File: src/rtl/alu_pkg.sv
`default_nettype none
// ============================================================================
// Module      : alu_pkg
// Description : Shared constants for the 4-bit ALU and its round-robin
//               scheduler: operand width, opcodes, FSM state encoding.
// Revision    : 1.0 - initial release
// ============================================================================
package alu_pkg;

    localparam int ALU_W = 4;

    localparam logic [2:0] ALU_ADD = 3'b000;
    localparam logic [2:0] ALU_SUB = 3'b001;
    localparam logic [2:0] ALU_AND = 3'b010;
    localparam logic [2:0] ALU_OR  = 3'b011;
    localparam logic [2:0] ALU_XOR = 3'b100;

    typedef enum logic [1:0] {
        ST_IDLE = 2'd0,
        ST_EXEC = 2'd1,
        ST_RESP = 2'd2
    } sched_state_e;

    // Opcodes above XOR are unassigned and reported as illegal.
    function automatic logic is_illegal(input logic [2:0] sel);
        return (sel > ALU_XOR);
    endfunction

endpackage
`default_nettype wire

File: src/rtl/simple_alu.sv
`default_nettype none
// ============================================================================
// Module      : simple_alu
// Description : Combinational 4-bit ALU (ADD, SUB, AND, OR, XOR). Unassigned
//               opcodes yield zero result and zero carry.
// Revision    : 1.0 - initial release
// ============================================================================
module simple_alu
    import alu_pkg::*;
(
    input  logic [ALU_W-1:0] a,
    input  logic [ALU_W-1:0] b,
    input  logic [2:0]       sel,
    output logic [ALU_W-1:0] result,
    output logic             cout
);

    logic [ALU_W:0] sum;

    // Opcode decode; subtraction is a + ~b + 1 so cout means "no borrow".
    always_comb begin
        sum    = '0;
        result = '0;
        cout   = 1'b0;
        case (sel)
            ALU_ADD: begin
                sum    = {1'b0, a} + {1'b0, b};
                result = sum[ALU_W-1:0];
                cout   = sum[ALU_W];
            end
            ALU_SUB: begin
                sum    = {1'b0, a} + {1'b0, ~b} + {{ALU_W{1'b0}}, 1'b1};
                result = sum[ALU_W-1:0];
                cout   = sum[ALU_W];
            end
            ALU_AND: result = a & b;
            ALU_OR:  result = a | b;
            ALU_XOR: result = a ^ b;
            default: begin
                result = '0;
                cout   = 1'b0;
            end
        endcase
    end

endmodule
`default_nettype wire

File: src/rtl/alu_rr_scheduler.sv
`default_nettype none
// ============================================================================
// Module      : alu_rr_scheduler
// Description : Shares one 4-bit ALU between two requesters. Round-robin
//               grant in IDLE, one execute cycle, then a held response until
//               the granted requester consumes it.
// Revision    : 1.0 - initial release
// ============================================================================
module alu_rr_scheduler
    import alu_pkg::*;
(
    input  logic         clk,
    input  logic         rst,
    input  logic [1:0]   req_valid,
    output logic [1:0]   req_ready,
    input  logic [7:0]   req_a,
    input  logic [7:0]   req_b,
    input  logic [5:0]   req_sel,
    output logic [1:0]   rsp_valid,
    input  logic [1:0]   rsp_ready,
    output logic [3:0]   rsp_result,
    output logic         rsp_cout,
    output logic         rsp_illegal,
    output logic         busy,
    output logic [7:0]   op_count
);

    sched_state_e     state_q, state_d;
    logic             grant_q;
    logic             last_grant_q;
    logic [ALU_W-1:0] a_q, b_q;
    logic [2:0]       sel_q;
    logic [ALU_W-1:0] result_q;
    logic             cout_q;
    logic             illegal_q;
    logic [7:0]       op_count_q;

    logic             grant_d;
    logic             accept;
    logic             handshake;
    logic [ALU_W-1:0] alu_result;
    logic             alu_cout;

    // Round-robin pick: on a tie the requester that did not go last wins,
    // otherwise whichever single requester is valid.
    always_comb begin
        grant_d   = (req_valid == 2'b11) ? ~last_grant_q : req_valid[1];
        accept    = (state_q == ST_IDLE) && (|req_valid) && !rst;
        req_ready = accept ? (grant_d ? 2'b10 : 2'b01) : 2'b00;
        handshake = (state_q == ST_RESP) && rsp_ready[grant_q];
    end

    // Next-state logic for the IDLE -> EXEC -> RESP cycle.
    always_comb begin
        state_d = state_q;
        case (state_q)
            ST_IDLE: if (accept)    state_d = ST_EXEC;
            ST_EXEC:                state_d = ST_RESP;
            ST_RESP: if (handshake) state_d = ST_IDLE;
            default:                state_d = ST_IDLE;
        endcase
    end

    simple_alu u_alu (
        .a      (a_q),
        .b      (b_q),
        .sel    (sel_q),
        .result (alu_result),
        .cout   (alu_cout)
    );

    // State, request capture, response registers and completion counter.
    always_ff @(posedge clk) begin
        if (rst) begin
            state_q      <= ST_IDLE;
            grant_q      <= 1'b0;
            last_grant_q <= 1'b1;
            a_q          <= '0;
            b_q          <= '0;
            sel_q        <= '0;
            result_q     <= '0;
            cout_q       <= 1'b0;
            illegal_q    <= 1'b0;
            op_count_q   <= '0;
        end else begin
            state_q <= state_d;
            if (accept) begin
                grant_q <= grant_d;
                a_q     <= grant_d ? req_a[7:4]   : req_a[3:0];
                b_q     <= grant_d ? req_b[7:4]   : req_b[3:0];
                sel_q   <= grant_d ? req_sel[5:3] : req_sel[2:0];
            end
            if (state_q == ST_EXEC) begin
                result_q  <= alu_result;
                cout_q    <= alu_cout;
                illegal_q <= is_illegal(sel_q);
            end
            if (handshake) begin
                last_grant_q <= grant_q;
                op_count_q   <= op_count_q + 8'd1;
            end
        end
    end

    assign rsp_valid   = (state_q == ST_RESP) ? (grant_q ? 2'b10 : 2'b01) : 2'b00;
    assign rsp_result  = result_q;
    assign rsp_cout    = cout_q;
    assign rsp_illegal = illegal_q;
    assign busy        = (state_q != ST_IDLE);
    assign op_count    = op_count_q;

endmodule
`default_nettype wire

File: config.mk
export PLATFORM = sky130hd
export DESIGN_NAME = alu_rr_scheduler
export DESIGN_NICKNAME = d
export VERILOG_FILES = /design/src/rtl/alu_pkg.sv /design/src/rtl/simple_alu.sv /design/src/rtl/alu_rr_scheduler.sv
export SDC_FILE = /design/constraint.sdc
export NUM_CORES = 1
export LEC_CHECK = 0
export CAP_MARGIN = 20
export CORE_MARGIN = 4
export CORE_UTILIZATION = 53
export DETAILED_ROUTE_END_ITERATION = 10
export PLACE_DENSITY = 0.86
export SLEW_MARGIN = 20
export SYNTH_ARGS = -nofsm -noshare
export SYNTH_HDL_FRONTEND = slang
export SYNTH_SLANG_ARGS = --single-unit
File: constraint.sdc
create_clock -name clk -period 4.3 [get_ports clk]
set_input_delay 0.86 -clock clk [delete_from_list [all_inputs] [get_ports clk]]
set_output_delay 0.86 -clock clk [all_outputs]
set_load 0.05 [all_outputs]
==> results of run 1 <==
==> metrics by stage <==
stage	cell area (sq um)	hold WS, ns	worst slack [ns]	total power [W]	instances
floorplan	1832	0.4483	1.152	0.0004941	214
global placement	2308	0.4680	0.7013	0.0005580	296
detailed placement	2308	0.4731	0.6816	0.0005645	296
CTS	2364	0.4938	0.6798	0.0007266	304
global route	2364	0.5292	0.6088	0.0007668	304
finish	2364	0.4972	0.6782	0.0007199	304
==> area by class of cell <==
class | count | area [sq um] | area share (%)
Multi-Input combinational cell | 157 | 1135 | 48.01
Sequential cell | 29 | 580.6 | 24.56
Timing Repair Buffer | 48 | 475.5 | 20.12
Inverter | 16 | 60.06 | 2.541
Tap cell | 46 | 57.56 | 2.435
Clock buffer | 5 | 37.54 | 1.588
Clock inverter | 3 | 17.52 | 0.7411
==> layout by cell type, fill, tap and decap left out, drive strengths merged, types with 2 or more instances in the layout <==
master,instances
xor2,2
clkinv,2
or2,2
a21oi,8
fa,2
xnor2,5
a211oi,14
nand2,7
clkdlybuf4s50,46
and3,3
nor2b,7
and2,3
nor2,35
buf,2
nand2b,5
ha,13
nor4,3
nand3b,3
inv,16
dfxtp,29
clkbuf,5
a32oi,2
nor3,6
mux2,2
o21ai,7
nor3b,2
mux2i,12
==> state kept, by name, summed over array words and instances, names as in the netlist <==
signal        cells
op_count          8
rsp_cout          1
last_grant_q      1
b_q               4
sel_q             3
a_q               4
rsp_result        4
grant_q           1
rsp_illegal       1
state_q           2
==> cells by family (layout without fill, tap and decap cells) <==
kind of cell / count (synthesis) / count (layout) / synth area share, %
AND/OR/NAND/NOR: 78 / 78 / 21.79
flip-flops: 29 / 29 / 31.69
buffers and inverters: 28 / 72 / 6.352
adder cells (fa/ha/maj): 15 / 15 / 11.07
AO/OA/AOI/OAI: 42 / 42 / 16.12
multiplexers: 15 / 15 / 9.631
XOR/XNOR: 7 / 7 / 3.347
==> cell usage after synthesis, types with 2 or more instances <==
cell,count,area share (%)
xor2_1,2,0.96
nor2_1,34,7.0
clkbuf_1,7,1.4
nor3_1,6,1.6
o21ai_0,7,1.9
mux2_4,2,1.6
a21oi_1,8,2.2
nor2b_1,7,2.4
ha_1,13,8.9
mux2i_1,11,6.0
nor4_1,3,1.0
fa_1,2,2.2
nand2_1,7,1.4
nand3b_1,3,1.2
a211oi_1,14,5.7
nand2b_1,5,1.7
a32oi_1,2,0.96
inv_1,16,3.3
buf_4,2,0.82
buf_2,3,0.82
and2_1,2,0.68
xnor2_1,5,2.4
and3_4,2,1.2
dfxtp_1,29,32
==> worst register-to-register path, cell delays in order (launching register included) <==
cell     delay [ns]
dfxtp_1        0.33
inv_1          0.08
ha_1           0.18
inv_1          0.06
fa_1           0.48
inv_1          0.04
mux4_2         0.45
o21a_1         0.18
nor3_1         0.15
==> path summary, 6_finish.rpt <==
kind,from,end,depth (start not counted)
worst max register to register,a_q[0],rsp_result[1],8
worst max-delay path,req_valid[0],req_ready[1],6
worst min-delay path,last_grant_q,last_grant_q,2
worst min register to register,last_grant_q,last_grant_q,2
==> where the power goes <==
part	switching, W	internal, W	total (W)
logic	0.000132	0.000111	0.000243
clock network	0.000101	0.0000614	0.000162
registers	0.0000259	0.000289	0.000315
==> layer usage <==
metal | vias up | routed length, microns | global-route usage, %
met4 | 0 | 71 | 7.614
met5 | - | 0 | 0
met2 | 39 | 1757 | 31.81
met1 | 713 | 1694 | 22.23
li1 | 827 | - | -
met3 | 9 | 196 | 5.734
==> impl_metrics.py, run 1 <==
metrics = {
    "status": {
        "status": "completed",
    },
    "synthesis": {
        "syn-cell-area_sq_um": 1832,
        "synth_cell_types": 46,
        "synth_flop_cell": "dfxtp_1",
        "yosys_warnings": 0,
        "synth_seq_cells": 29,
        "seq_area_frac_synth_pct": 31.69,
        "synthArstFlopShare_pct": 0,
        "synth_cells": 214,
        "synth_edf_count": 0,
        "syn_nets": 257,
        "syn_avg_cell_area_sq_um": 8.560,
    },
    "clock_network": {
        "ctsHtreeMaxLevel": 2,
        "cts-root-buf": "clkbuf_4",
        "numCtsBuffers": 5,
        "clk_latency_ns": 0.34,
        "cts_tree": "done",
        "clock_sinks": 29,
        "cts_setup_buffers": 0,
        "clock_path_buffers": 2,
        "hold_buffers": 0,
        "clk_pin_slew_ns": 0.09,
        "cts_resized": 0,
    },
    "drt": {
        "ant_nets": 0,
        "drt_iter0_markers": 62,
        "wl_per_cell_microns": 12.23,
        "drc": 0,
        "vias_per_cell": 5.224,
        "wirelength_microns": 3719,
        "vias": 1588,
        "drtPass1Iterations": 4,
    },
    "setup_path": {
        "critPathMaxStageDelay_ns": 0.79,
        "reg2reg_setup_slack_ns": 2.30,
        "end_kind": "output port",
        "critPathBufInv": 2,
        "crit_family": "buffers and inverters",
        "crit_path_cell_trace": "clkdlybuf4s50_1 -> nor2_1 -> or2_2 -> nor2_1 -> and2_1 -> clkdlybuf4s50_1",
        "critPathRequiredTime_ns": 3.44,
        "crit_path_top_delay_cell": "clkdlybuf4s50_1",
        "path_max_fanout": 3,
        "worst_setup_path_start_kind": "input pin",
        "path_class": "in -> out",
        "arrival_ns": 2.76,
    },
    "floorplan": {
        "rows": 21,
        "die_h_microns": 66.79,
        "start_util_pct": 54.89,
        "pin_count": 47,
        "die_x_microns": 66.79,
        "die-area_sq_um": 4461,
        "core_region_area_sq_um": 3337,
    },
    "grt": {
        "antenna_found_initial": 0,
        "grt_pass1_vias": 1517,
        "grt_overflow": 0,
        "grt_max_degree": 30,
        "grt_pass1_wl_microns": 6396,
        "grt_use_total_pct": 18.91,
    },
    "sta": {
        "period_minus_slack_ns": 3.622,
        "hold_violations": 0,
        "period_share_pct": 84.23,
        "worst_slew_pin_slew_ns": 0.7872,
        "skew_ns": 0.01052,
        "fmax_mhz": 276.1,
        "finalSetupViolCount": 0,
        "finalSetupTns_ns": 0,
        "slew_headroom_pct": 47.47,
        "rsz0062_at_grt": "no",
        "slew_violations": 0,
    },
    "finish": {
        "n_fill_cell": 286,
        "nets": 300,
        "diodes": 0,
        "fin_util_pct": 70.83,
        "area_growth_syn_to_layout_pct": 29.03,
        "drive_above_1_share_pct": 8.915,
    },
    "placement": {
        "gp_congestion": 0.8294,
        "io_buffers": 46,
        "dp_hpwl_microns": 2963,
    },
    "power": {
        "total_leakage_power_nw": 0.8812,
        "power_density_nw_per_um2": 304.6,
        "ir_drop_mv": 0.1893,
    },
    "min_path": {
        "hp-class": "reg -> reg",
    },
    "flow_run": {
        "cap_violations": 0,
    },
}
Power figures use the tool's default switching activity.
==> run 2, diff against run 1 <==
Settings changed: CORE_UTILIZATION 53 to 49, PLACE_DENSITY 0.86 to 0.8.
Clock period 4.3 ns to 3.52 ns, I/O delays scaled along.
==> impl_metrics.py, run 2 (same netlist as run 1, synthesis figures left out) <==
metrics = {
    "finish": {
        "multi_input_area_sq_um": 1135,
        "final_cells": 303,
        "n_fill_cell": 299,
        "area_growth_syn_to_layout_pct": 31.83,
        "nets": 300,
        "largest_register_ffs": 8,
        "diodes": 0,
        "fin_util_pct": 69.62,
        "layout_common_cells": "44 x clkdlybuf4s50_1, 34 x nor2_1, 29 x dfxtp_1",
        "drive_above_1_share_pct": 8.949,
        "register_area_sq_um": 580.6,
        "final_common_cell": "clkdlybuf4s50_1",
    },
    "sta": {
        "slew_headroom_pct": 44.63,
        "hold_violations": 0,
        "period_minus_slack_ns": 2.784,
        "worst_slew_pin_slew_ns": 0.8297,
        "finalSetupTns_ns": 0,
        "slew_violations": 0,
        "finalSetupViolCount": 0,
        "period_share_pct": 79.08,
        "skew_ns": 0.003676,
        "rsz0062_at_grt": "no",
        "fmax_mhz": 359.3,
        "setup_ws_ns": 0.7365,
    },
    "grt": {
        "grt_use_total_pct": 17.18,
        "grt_overflow": 0,
        "antenna_found_initial": 0,
        "gr-usage-met3_pct": 2.907,
        "grt_pass1_wl_microns": 6789,
        "met2_usage_pct": 28.18,
        "grt_busiest_layer": "met2",
        "grt_max_degree": 30,
        "grt.met1_usage_pct": 21.82,
        "grt_pass1_vias": 1520,
    },
    "placement": {
        "dp_hpwl_microns": 3034,
        "io_buffers": 46,
        "pre_cts_ws_ns": 0.7219,
        "dp_cells": 296,
        "gp_congestion": 0.8715,
    },
    "setup_path": {
        "crit_path_cell_trace": "clkdlybuf4s50_1 -> nor2_1 -> or2_2 -> nor3_1 -> buf_12",
        "critPathMaxStageDelay_ns": 0.49,
        "end_kind": "output port",
        "crit_family": "simple AND/OR/NAND/NOR gates",
        "path_max_fanout": 3,
        "path_class": "in -> out",
        "critPathRequiredTime_ns": 2.82,
        "arrival_ns": 2.08,
        "critPathBufInv": 2,
        "crit_path_top_delay_cell": "clkdlybuf4s50_1",
        "worst_setup_path_start_kind": "input pin",
    },
    "power": {
        "ir_drop_mv": 0.3185,
        "total_leakage_power_nw": 0.9044,
        "power_density_nw_per_um2": 398.6,
    },
    "drt": {
        "vias": 1591,
        "drc": 0,
        "wirelength_microns": 3842,
        "wl_per_cell_microns": 12.68,
        "ant_nets": 0,
        "drt_iter0_markers": 81,
        "drtPass1Iterations": 5,
        "vias_per_cell": 5.251,
    },
    "status": {
        "status": "completed",
    },
    "floorplan": {
        "pin_count": 47,
        "die-area_sq_um": 4780,
        "die_h_microns": 69.14,
        "rows": 21,
        "start_util_pct": 52.81,
        "core_region_area_sq_um": 3468,
        "die_x_microns": 69.14,
    },
    "clock_network": {
        "hold_buffers": 0,
        "cts_setup_buffers": 0,
        "clock_path_buffers": 2,
        "cts_resized": 0,
        "cts_tree": "done",
        "clk_latency_ns": 0.28,
        "clock_sinks": 29,
        "numCtsBuffers": 5,
        "cts-root-buf": "clkbuf_8",
        "clk_pin_slew_ns": 0.06,
        "ctsHtreeMaxLevel": 2,
    },
    "min_path": {
        "hp-class": "reg -> reg",
    },
    "flow_run": {
        "cap_violations": 0,
    },
}
==> run 2: cell count changes in the layout (fill, tap and decap cells not counted) <==
cell / previous run / this run
clkbuf_8: 0 / 6
clkbuf_4: 5 / 0
buf_12: 0 / 2
clkdlybuf4s50_1: 46 / 44
clkinv_2: 2 / 0
clkbuf_1: 0 / 1
clkinvlp_4: 1 / 0
==> run 2: worst min-delay path: cells and delay by family (launching register included) <==
family             cells  cell delay, ns
and+or+nand+nor        1            0.05
AOI/OAI and AO/OA      1            0.07
DFF                    1            0.32
==> run 2: through the flow <==
stage | total power, W | cell area (sq um) | hold slack [ns]
2_1_floorplan | 0.0006036 | 1832 | 0.4483
3_3_place_gp | 0.0006861 | 2328 | 0.4723
3_5_place_dp | 0.0006951 | 2328 | 0.4691
6_report | 0.0009626 | 2415 | 0.4828
5_1_grt | 0.001021 | 2415 | 0.5331
4_1_cts | 0.0009671 | 2415 | 0.4800
==> run 2: final cells by class <==
| cell class | count | share of cell area, % |
|---|---|---|
| multi-input cells | 157 | 46.99 |
| flip-flops and latches | 29 | 24.04 |
| repair buffers | 48 | 20.52 |
| clock buffers | 7 | 3.575 |
| inverters | 16 | 2.487 |
| well taps | 46 | 2.383 |
==> run 2: worst paths after layout <==
path,depth (start not counted),startpoint,to,slack [ns]
worst max-delay path,5,req_valid[0],req_ready[0],0.74
worst min-delay path,2,last_grant_q,last_grant_q,0.48
worst max register to register,8,a_q[0],rsp_result[1],1.49
worst min register to register,2,last_grant_q,last_grant_q,0.48
==> run 2: where the power goes <==
| part | internal (W) | switching (W) |
|---|---|---|
| logic | 0.000138 | 0.000161 |
| clock network | 0.000155 | 0.000121 |
| registers | 0.000354 | 0.0000335 |
==> run 2: routing by layer <==
metal	share of wire (%)	wire length, microns	up-vias
li1	-	-	820
met1	46	1783	731
met2	47	1817	36
met3	4.5	172	4
met4	1.8	68	0
met5	0	0	-
==> run 3, diff against run 2 <==
Clock period 3.52 ns to 2.85 ns, I/O delays scaled along.
==> impl_metrics.py, run 3 (same netlist as run 1, synthesis figures left out) <==
metrics = {
    "status": {
        "status": "completed",
    },
    "clock_network": {
        "clk_latency_ns": 0.28,
        "hold_buffers": 0,
        "cts-root-buf": "clkbuf_8",
        "cts_setup_buffers": 0,
        "clock_path_buffers": 2,
        "cts_tree": "done",
        "clk_pin_slew_ns": 0.07,
        "ctsHtreeMaxLevel": 2,
        "clock_sinks": 29,
        "cts_resized": 0,
        "numCtsBuffers": 5,
    },
    "finish": {
        "register_area_sq_um": 580.6,
        "nets": 301,
        "layout_common_cells": "44 x clkdlybuf4s50_1, 34 x nor2_1, 29 x dfxtp_1",
        "drive_above_1_share_pct": 10.04,
        "largest_register_ffs": 8,
        "multi_input_area_sq_um": 1135,
        "final_cells": 305,
        "area_growth_syn_to_layout_pct": 32.24,
        "n_fill_cell": 293,
        "final_common_cell": "clkdlybuf4s50_1",
        "diodes": 0,
    },
    "sta": {
        "period_share_pct": 88.82,
        "slew_violations": 0,
        "hold_violations": 0,
        "finalSetupViolCount": 0,
        "slew_headroom_pct": 65.24,
        "rsz0062_at_grt": "no",
        "finalSetupTns_ns": 0,
        "worst_slew_pin_slew_ns": 0.5198,
        "period_minus_slack_ns": 2.531,
        "fmax_mhz": 395.1,
        "skew_ns": 0.007759,
    },
    "power": {
        "power_w": 0.001179,
        "ir_drop_mv": 0.3299,
        "total_leakage_power_nw": 0.9088,
        "power_density_nw_per_um2": 486.9,
    },
    "setup_path": {
        "reg2regPathDepth": 8,
        "critPathRequiredTime_ns": 2.28,
        "path_max_fanout": 3,
        "reg2reg_from": "a_q[0]",
        "cp-startpoint": "req_valid[0]",
        "path_class": "in -> out",
        "end_kind": "output port",
        "arrival_ns": 1.96,
        "r2r-end": "rsp_result[1]",
        "worst_setup_path_start_kind": "input pin",
        "reg2reg_setup_slack_ns": 0.82,
        "crit_end": "req_ready[0]",
    },
    "floorplan": {
        "die-area_sq_um": 4780,
        "die_h_microns": 69.14,
        "pin_count": 47,
        "die_x_microns": 69.14,
        "start_util_pct": 52.81,
        "rows": 21,
        "core_region_area_sq_um": 3468,
    },
    "drt": {
        "drc": 0,
        "drtPass1Iterations": 4,
        "vias": 1598,
        "wirelength_microns": 3933,
        "vias_per_cell": 5.239,
        "drt_iter0_markers": 107,
        "ant_nets": 0,
        "wl_per_cell_microns": 12.90,
    },
    "grt": {
        "grt_pass1_wl_microns": 6989,
        "antenna_found_initial": 0,
        "grt_use_total_pct": 17.62,
        "grt_overflow": 0,
        "grt_max_degree": 30,
        "grt_pass1_vias": 1574,
    },
    "flow_run": {
        "cap_violations": 0,
    },
    "min_path": {
        "hold_start": "last_grant_q",
        "hp-class": "reg -> reg",
    },
    "placement": {
        "gp_congestion": 0.8746,
        "io_buffers": 46,
        "dp_cells": 297,
        "dp_hpwl_microns": 3087,
    },
}
run 3: changes by cell type in the layout (fill, tap and decap cells not counted), sizes merged:
cell | previous run | this run
clkinv | 0 | 2
buf | 4 | 5
clkinvlp | 0 | 1
clkbuf | 7 | 5
run 3: area by class of cell:
cell class | instances | area share, %
tap | 46 | 2.376
clock buffer | 5 | 2.841
timing repair buffer | 49 | 20.76
clock inverter | 3 | 0.7231
sequential | 29 | 23.97
multi-input combinational | 157 | 46.85
inverter | 16 | 2.479
run 3: through the flow:
stage               utilization, %  setup slack, ns  cell area (sq um)  hold slack, ns
CTS                          69.84           0.3146               2422          0.4947
finish                       69.84           0.3187               2422          0.4992
detailed placement           67.35           0.3150               2336          0.4781
floorplan                        -          0.05056               1832          0.4483
global placement             67.35           0.3440               2336          0.4733
global route                 69.84           0.1945               2422          0.5224
run 3: where the power goes:
part,switching (W),total [W],internal (W)
clock,0.000159,0.000327,0.000168
combinational,0.000201,0.000373,0.000173
sequential,0.0000420,0.000479,0.000437
total,0.000402,0.00118,0.000778
run 3: metal layers:
metal	vias to the layer above	GRT usage, %	part of all wire (%)
li1	826	-	-
met3	6	3.634	5.6
met1	725	22.68	46
met5	-	0	0
met2	41	29.13	47
met4	0	6.074	1.6
run 3: worst min-delay path by stage:
stage | endpoint | slack [ns] | cells past startpoint
after floorplan | last_grant_q | 0.45 | 2
after CTS | last_grant_q | 0.49 | 2
final | last_grant_q | 0.50 | 2
after global routing | rsp_result[2] | 0.52 | 2
after detailed placement | last_grant_q | 0.48 | 2
after global placement | rsp_illegal | 0.47 | 2
run 3: critical path, stage by stage:
cell	delay [ns]
clkdlybuf4s50_1	0.49
nor2_1	0.06
or2_2	0.29
nor3_1	0.35
buf_12	0.19
==> RTL change 1 (flow settings as in run 3) <==
Reset style: asynchronous (`rst`), changed in one clocked block.
--- a/src/rtl/alu_rr_scheduler.sv
+++ b/src/rtl/alu_rr_scheduler.sv
@@ -70,7 +70,7 @@
     );
 
     // State, request capture, response registers and completion counter.
-    always_ff @(posedge clk) begin
+    always_ff @(posedge clk or posedge rst) begin
         if (rst) begin
             state_q      <= ST_IDLE;
             grant_q      <= 1'b0;
Behaviour: differs if rst is asserted again (counterexample within 4 cycles, from zero or initial values and one cycle with rst high); with rst held inactive, the same outputs for 10 cycles.
==> RTL change 1 against run 3 <==
- worst setup slack improved by 0.041 ns
- clock skew increased by 0.00080 ns
- register-to-register slack got worse by 0.06 ns
- synthesized area decreased by 4.0%
- die area decreased by 3.6%
- critical path depth decreased by 2
- non-clock buffer count increased by 1
- design area decreased by 2.2%
- sequential cell count unchanged
- critical endpoint is now rsp_valid[1]
- wire length increased by 2.3%
Power is not compared: it rests on default switching activity, and its combinational part moved more than twofold at a synthesized area within 25%.
==> RTL change 1: results <==
{
  "met3WireLength_um": 247,
  "drt_iter0_drc": 57,
  "power_w": 0.00270,
  "cts_made_buffers": 5,
  "synthTopCellsByArea": "dfrtp_1, ha_1, a22o_1",
  "status": "finished, final reports clean",
  "synth_cell_types": 42,
  "wl_met1_um": 1600,
  "grtUsageMet2_pct": 33.8,
  "min_path_type": "in2async",
  "final_cells": 270,
  "ff2ff_path_depth": 8,
  "timing.rr.start": "a_q[0]",
  "synth-seq-area-share_pct": 41.4,
  "gp_congestion": 0.778,
  "post-cts-setup-buffers": 0,
  "grt_pass1_wl_um": 6600,
  "clock_latency_ns": 0.32,
  "finalClockSkew_ns": 0.00856,
  "synthArstFlopShare_pct": 100,
  "syn_inst": 174,
  "synth-main-ff-cell": "dfrtp_1",
  "r2r_end": "rsp_result[1]",
  "placed_area_um2": 2280,
  "max_stage_delay_ns": 0.81,
  "wl_met2_um": 2120,
  "hpwl_um": 3270,
  "nFillCells": 251,
  "cp-startpoint": "state_q[1]",
  "clkSlewWorstSetupHoldPaths_ns": 0.09,
  "ys_warn_count": 0,
  "synth_fp_nets": 217,
  "met3_usage_pct": 4.93,
  "grt_max_degree": 28,
  "wl_per_cell_um": 14.9,
  "cp_top_family": "buffers and inverters",
  "post_cts_resized": 0,
  "place_inst": 262,
  "num_vias": 1479,
  "regArea_um2": 727,
  "met1_usage_pct": 22.6,
  "clockRootBuffer": "clkbuf_4",
  "diodes": 0,
  "cp-endpoint": "rsp_valid[1]",
  "dpl_worst_slack_ns": 0.444,
  "timing.final.crit_share_pct": 87.4,
  "drive_above_1_share_pct": 8.93,
  "r2r_slack_ns": 0.76,
  "grt_usage_pct": 19.2,
  "worst_pin_slew_ns": 0.638,
  "critPathArrivalTime_ns": 1.92
}
RTL change 1: changes by cell type after synthesis, sizes merged, moves of 4 or more:
cell	before	now
dfrtp	0	28
a21o	0	12
a211oi	14	0
nor3	6	2
inv	16	20
mux2i	12	2
dfxtp	29	0
nand4	1	6
a22o	0	12
nor2	35	9
RTL change 1: cell type report:
cell class                 count  area share, %
sequential                    29           30.7
timing repair buffer          50           21.5
tap                           46           2.43
clock buffer                   7           2.32
clock inverter                 1           1.27
inverter                      20           3.27
multi-input combinational    117           38.5
RTL change 1: worst min-delay path by stage:
stage / end / slack (ns) / cells past startpoint
CTS: state_q[0] / 0.43 / 2
detailed placement: rsp_result[2] / 0.47 / 2
floorplan: last_grant_q / 0.44 / 2
finish: state_q[0] / 0.43 / 2
global placement: rsp_result[2] / 0.46 / 2
global route: state_q[0] / 0.44 / 2
RTL change 1: kinds of logic after synthesis:
family	synth area share, %
compound gates	20.0
xor+xnor	4.48
fa+ha+maj	11.5
buf+inv	6.76
flops	41.4
mux	3.27
simple gates	12.6
==> RTL change 2 (settings of run 3) <==
Made on the original files. Put one more register stage on the output `op_count`, cleared by the reset. The value now appears one clock later. The other outputs are not delayed to match.
--- a/src/rtl/alu_rr_scheduler.sv
+++ b/src/rtl/alu_rr_scheduler.sv
@@ -107,7 +107,13 @@
     assign rsp_cout    = cout_q;
     assign rsp_illegal = illegal_q;
     assign busy        = (state_q != ST_IDLE);
-    assign op_count    = op_count_q;
+    always_ff @(posedge clk) begin
+        if (rst) begin
+            op_count <= '0;
+        end else begin
+            op_count <= op_count_q;
+        end
+    end
 
 endmodule
 `default_nettype wire
Check against the original RTL: not equivalent (Yosys sat finds a counterexample within 4 cycles, from zero or initial values and one cycle with rst high).
==> RTL change 2 against run 3 <==
- wire length is 5.6% higher
- sequential cell count up 8
- fmax decreased by 2.3%
- total power up 21%
- design area grew 9.2%
- first-iteration DRC count rose by 23%
- synthesized area up 9.9%
- worst setup slack got worse by 0.059 ns
==> RTL change 2: results <==
{
  "r2r_end": "rsp_result[1]",
  "ff2ff_path_depth": 8,
  "synth_common_cells": "dfxtp_1, nor2_1, inv_1",
  "drive_above_1_share_pct": 8.33,
  "place_inst": 318,
  "relSlewSlack_pct": 67.8,
  "drt_iter0_drc": 132,
  "cp-endpoint": "rsp_valid[1]",
  "antenna_found_initial": 0,
  "synth_fp_nets": 273,
  "r2r_slack_ns": 0.73,
  "post_cts_resized": 0,
  "finalClockSkew_ns": 0.00363,
  "timing.rr.start": "a_q[0]",
  "clock_latency_ns": 0.29,
  "dpl_worst_slack_ns": 0.350,
  "top_regs": "op_count (8), op_count_q (8)",
  "max_freq_mhz": 386,
  "status": "finished, final reports clean",
  "switchingPower_w": 0.000435,
  "synthArstFlopShare_pct": 0,
  "synth-seq-area-share_pct": 36.8,
  "post-cts-setup-buffers": 0,
  "io_buffers": 46,
  "num_vias": 1694,
  "cts_made_buffers": 5,
  "wl_per_cell_um": 12.7,
  "min_path_type": "reg2reg",
  "ir_worst_vdd_uv": 375,
  "grt_pass1_wl_um": 6730,
  "cp-startpoint": "state_q[1]",
  "diodes": 0,
  "critPathArrivalTime_ns": 2.02,
  "cp_max_fo": 5,
  "drt_pre_antenna_iters": 4,
  "htreeDepth": 2,
  "synth_cell_types": 44,
  "vias_per_cell": 5.20,
  "clk_path_buf_depth": 2,
  "ys_warn_count": 0,
  "grt_pass1_vias": 1486,
  "p_leak_nw": 1.00,
  "hpwl_um": 3100,
  "gp_congestion": 0.902,
  "grt_usage_pct": 16.5,
  "avgSynthCellArea_um2": 8.75,
  "synthTopCellsByArea": "dfxtp_1, ha_1, mux2i_1",
  "grt_max_degree": 38,
  "clkSlewWorstSetupHoldPaths_ns": 0.08,
  "clockRootBuffer": "clkbuf_8"
}
[RTL change 2: cell types whose count changed in the layout (fill, tap and decap cells not counted), moves of 3 or more]
cell	delta
a211oi_1	-3
dfxtp_1	+8
nand2_1	+7
nor3_1	-3
nand3_1	+3
a21oi_1	+4
nor2_1	-7
nor2b_1	+5
[RTL change 2: how the worst min path moves through the flow]
stage	slack [ns]	cells past startpoint	from	endpoint
after CTS	0.47	2	rsp_result[0]	rsp_result[0]
after global placement	0.45	2	rsp_result[0]	rsp_result[0]
after floorplan	0.45	1	op_count_q[7]	op_count[7]
after detailed placement	0.46	2	rsp_result[0]	rsp_result[0]
after global routing	0.50	1	op_count_q[7]	op_count[7]
final	0.47	2	rsp_result[0]	rsp_result[0]
[RTL change 2: per-layer routing]
layer	vias to the layer above	GRT usage [%]	routed length, um
li1	875	-	-
met1	763	22.0	1950
met2	49	24.6	1850
met3	7	5.12	279
met4	0	6.89	71
met5	-	0	0
[RTL change 2: area by class of cell]
cell class                      count  area (um2)
Timing Repair Buffer               49         503
Multi-Input combinational cell    167        1170
Tap cell                           50        62.6
Inverter                           15        56.3
Fill cell                         344        1350
Clock inverter                      2        38.8
Sequential cell                    37         741
Clock buffer                        6        72.6
[RTL change 2: power by group through the flow]
stage,Sequential [W],Combinational [W],Clock [W]
after global routing,0.000598,0.000413,0.000491
after floorplan,0.000611,0.000244,0
final,0.000591,0.000376,0.000456
after CTS,0.000591,0.000375,0.000467
after global placement,0.000601,0.000363,0
after detailed placement,0.000603,0.000374,0
[RTL change 2: critical path: stages (launching register included)]
cell             delay, ns
dfxtp_1               0.37
nor2b_1               0.34
and2_2                0.22
clkdlybuf4s50_1       0.80
[RTL change 2: cells by family (layout without fill, tap and decap cells)]
logic type / count (synthesis) / count (layout) / share of synthesized area (%)
xor gates and xnor gates: 7 / 7 / 3.05
AOI/OAI and AO/OA: 45 / 45 / 15.4
adders and majority gates: 15 / 15 / 10.1
muxes: 15 / 15 / 8.14
DFF: 37 / 37 / 36.8
and+or+nand+nor: 85 / 85 / 21.6
buffers and inverters: 26 / 72 / 4.97
[RTL change 2: per-stage QoR]
| stage | util, % | cell area (um2) |
|---|---|---|
| after detailed placement | 63.4 | 2530 |
| after floorplan | - | 2010 |
| after global placement | 63.4 | 2530 |
| final | 66.2 | 2650 |
| after CTS | 66.2 | 2650 |
| after global routing | 66.2 | 2650 |
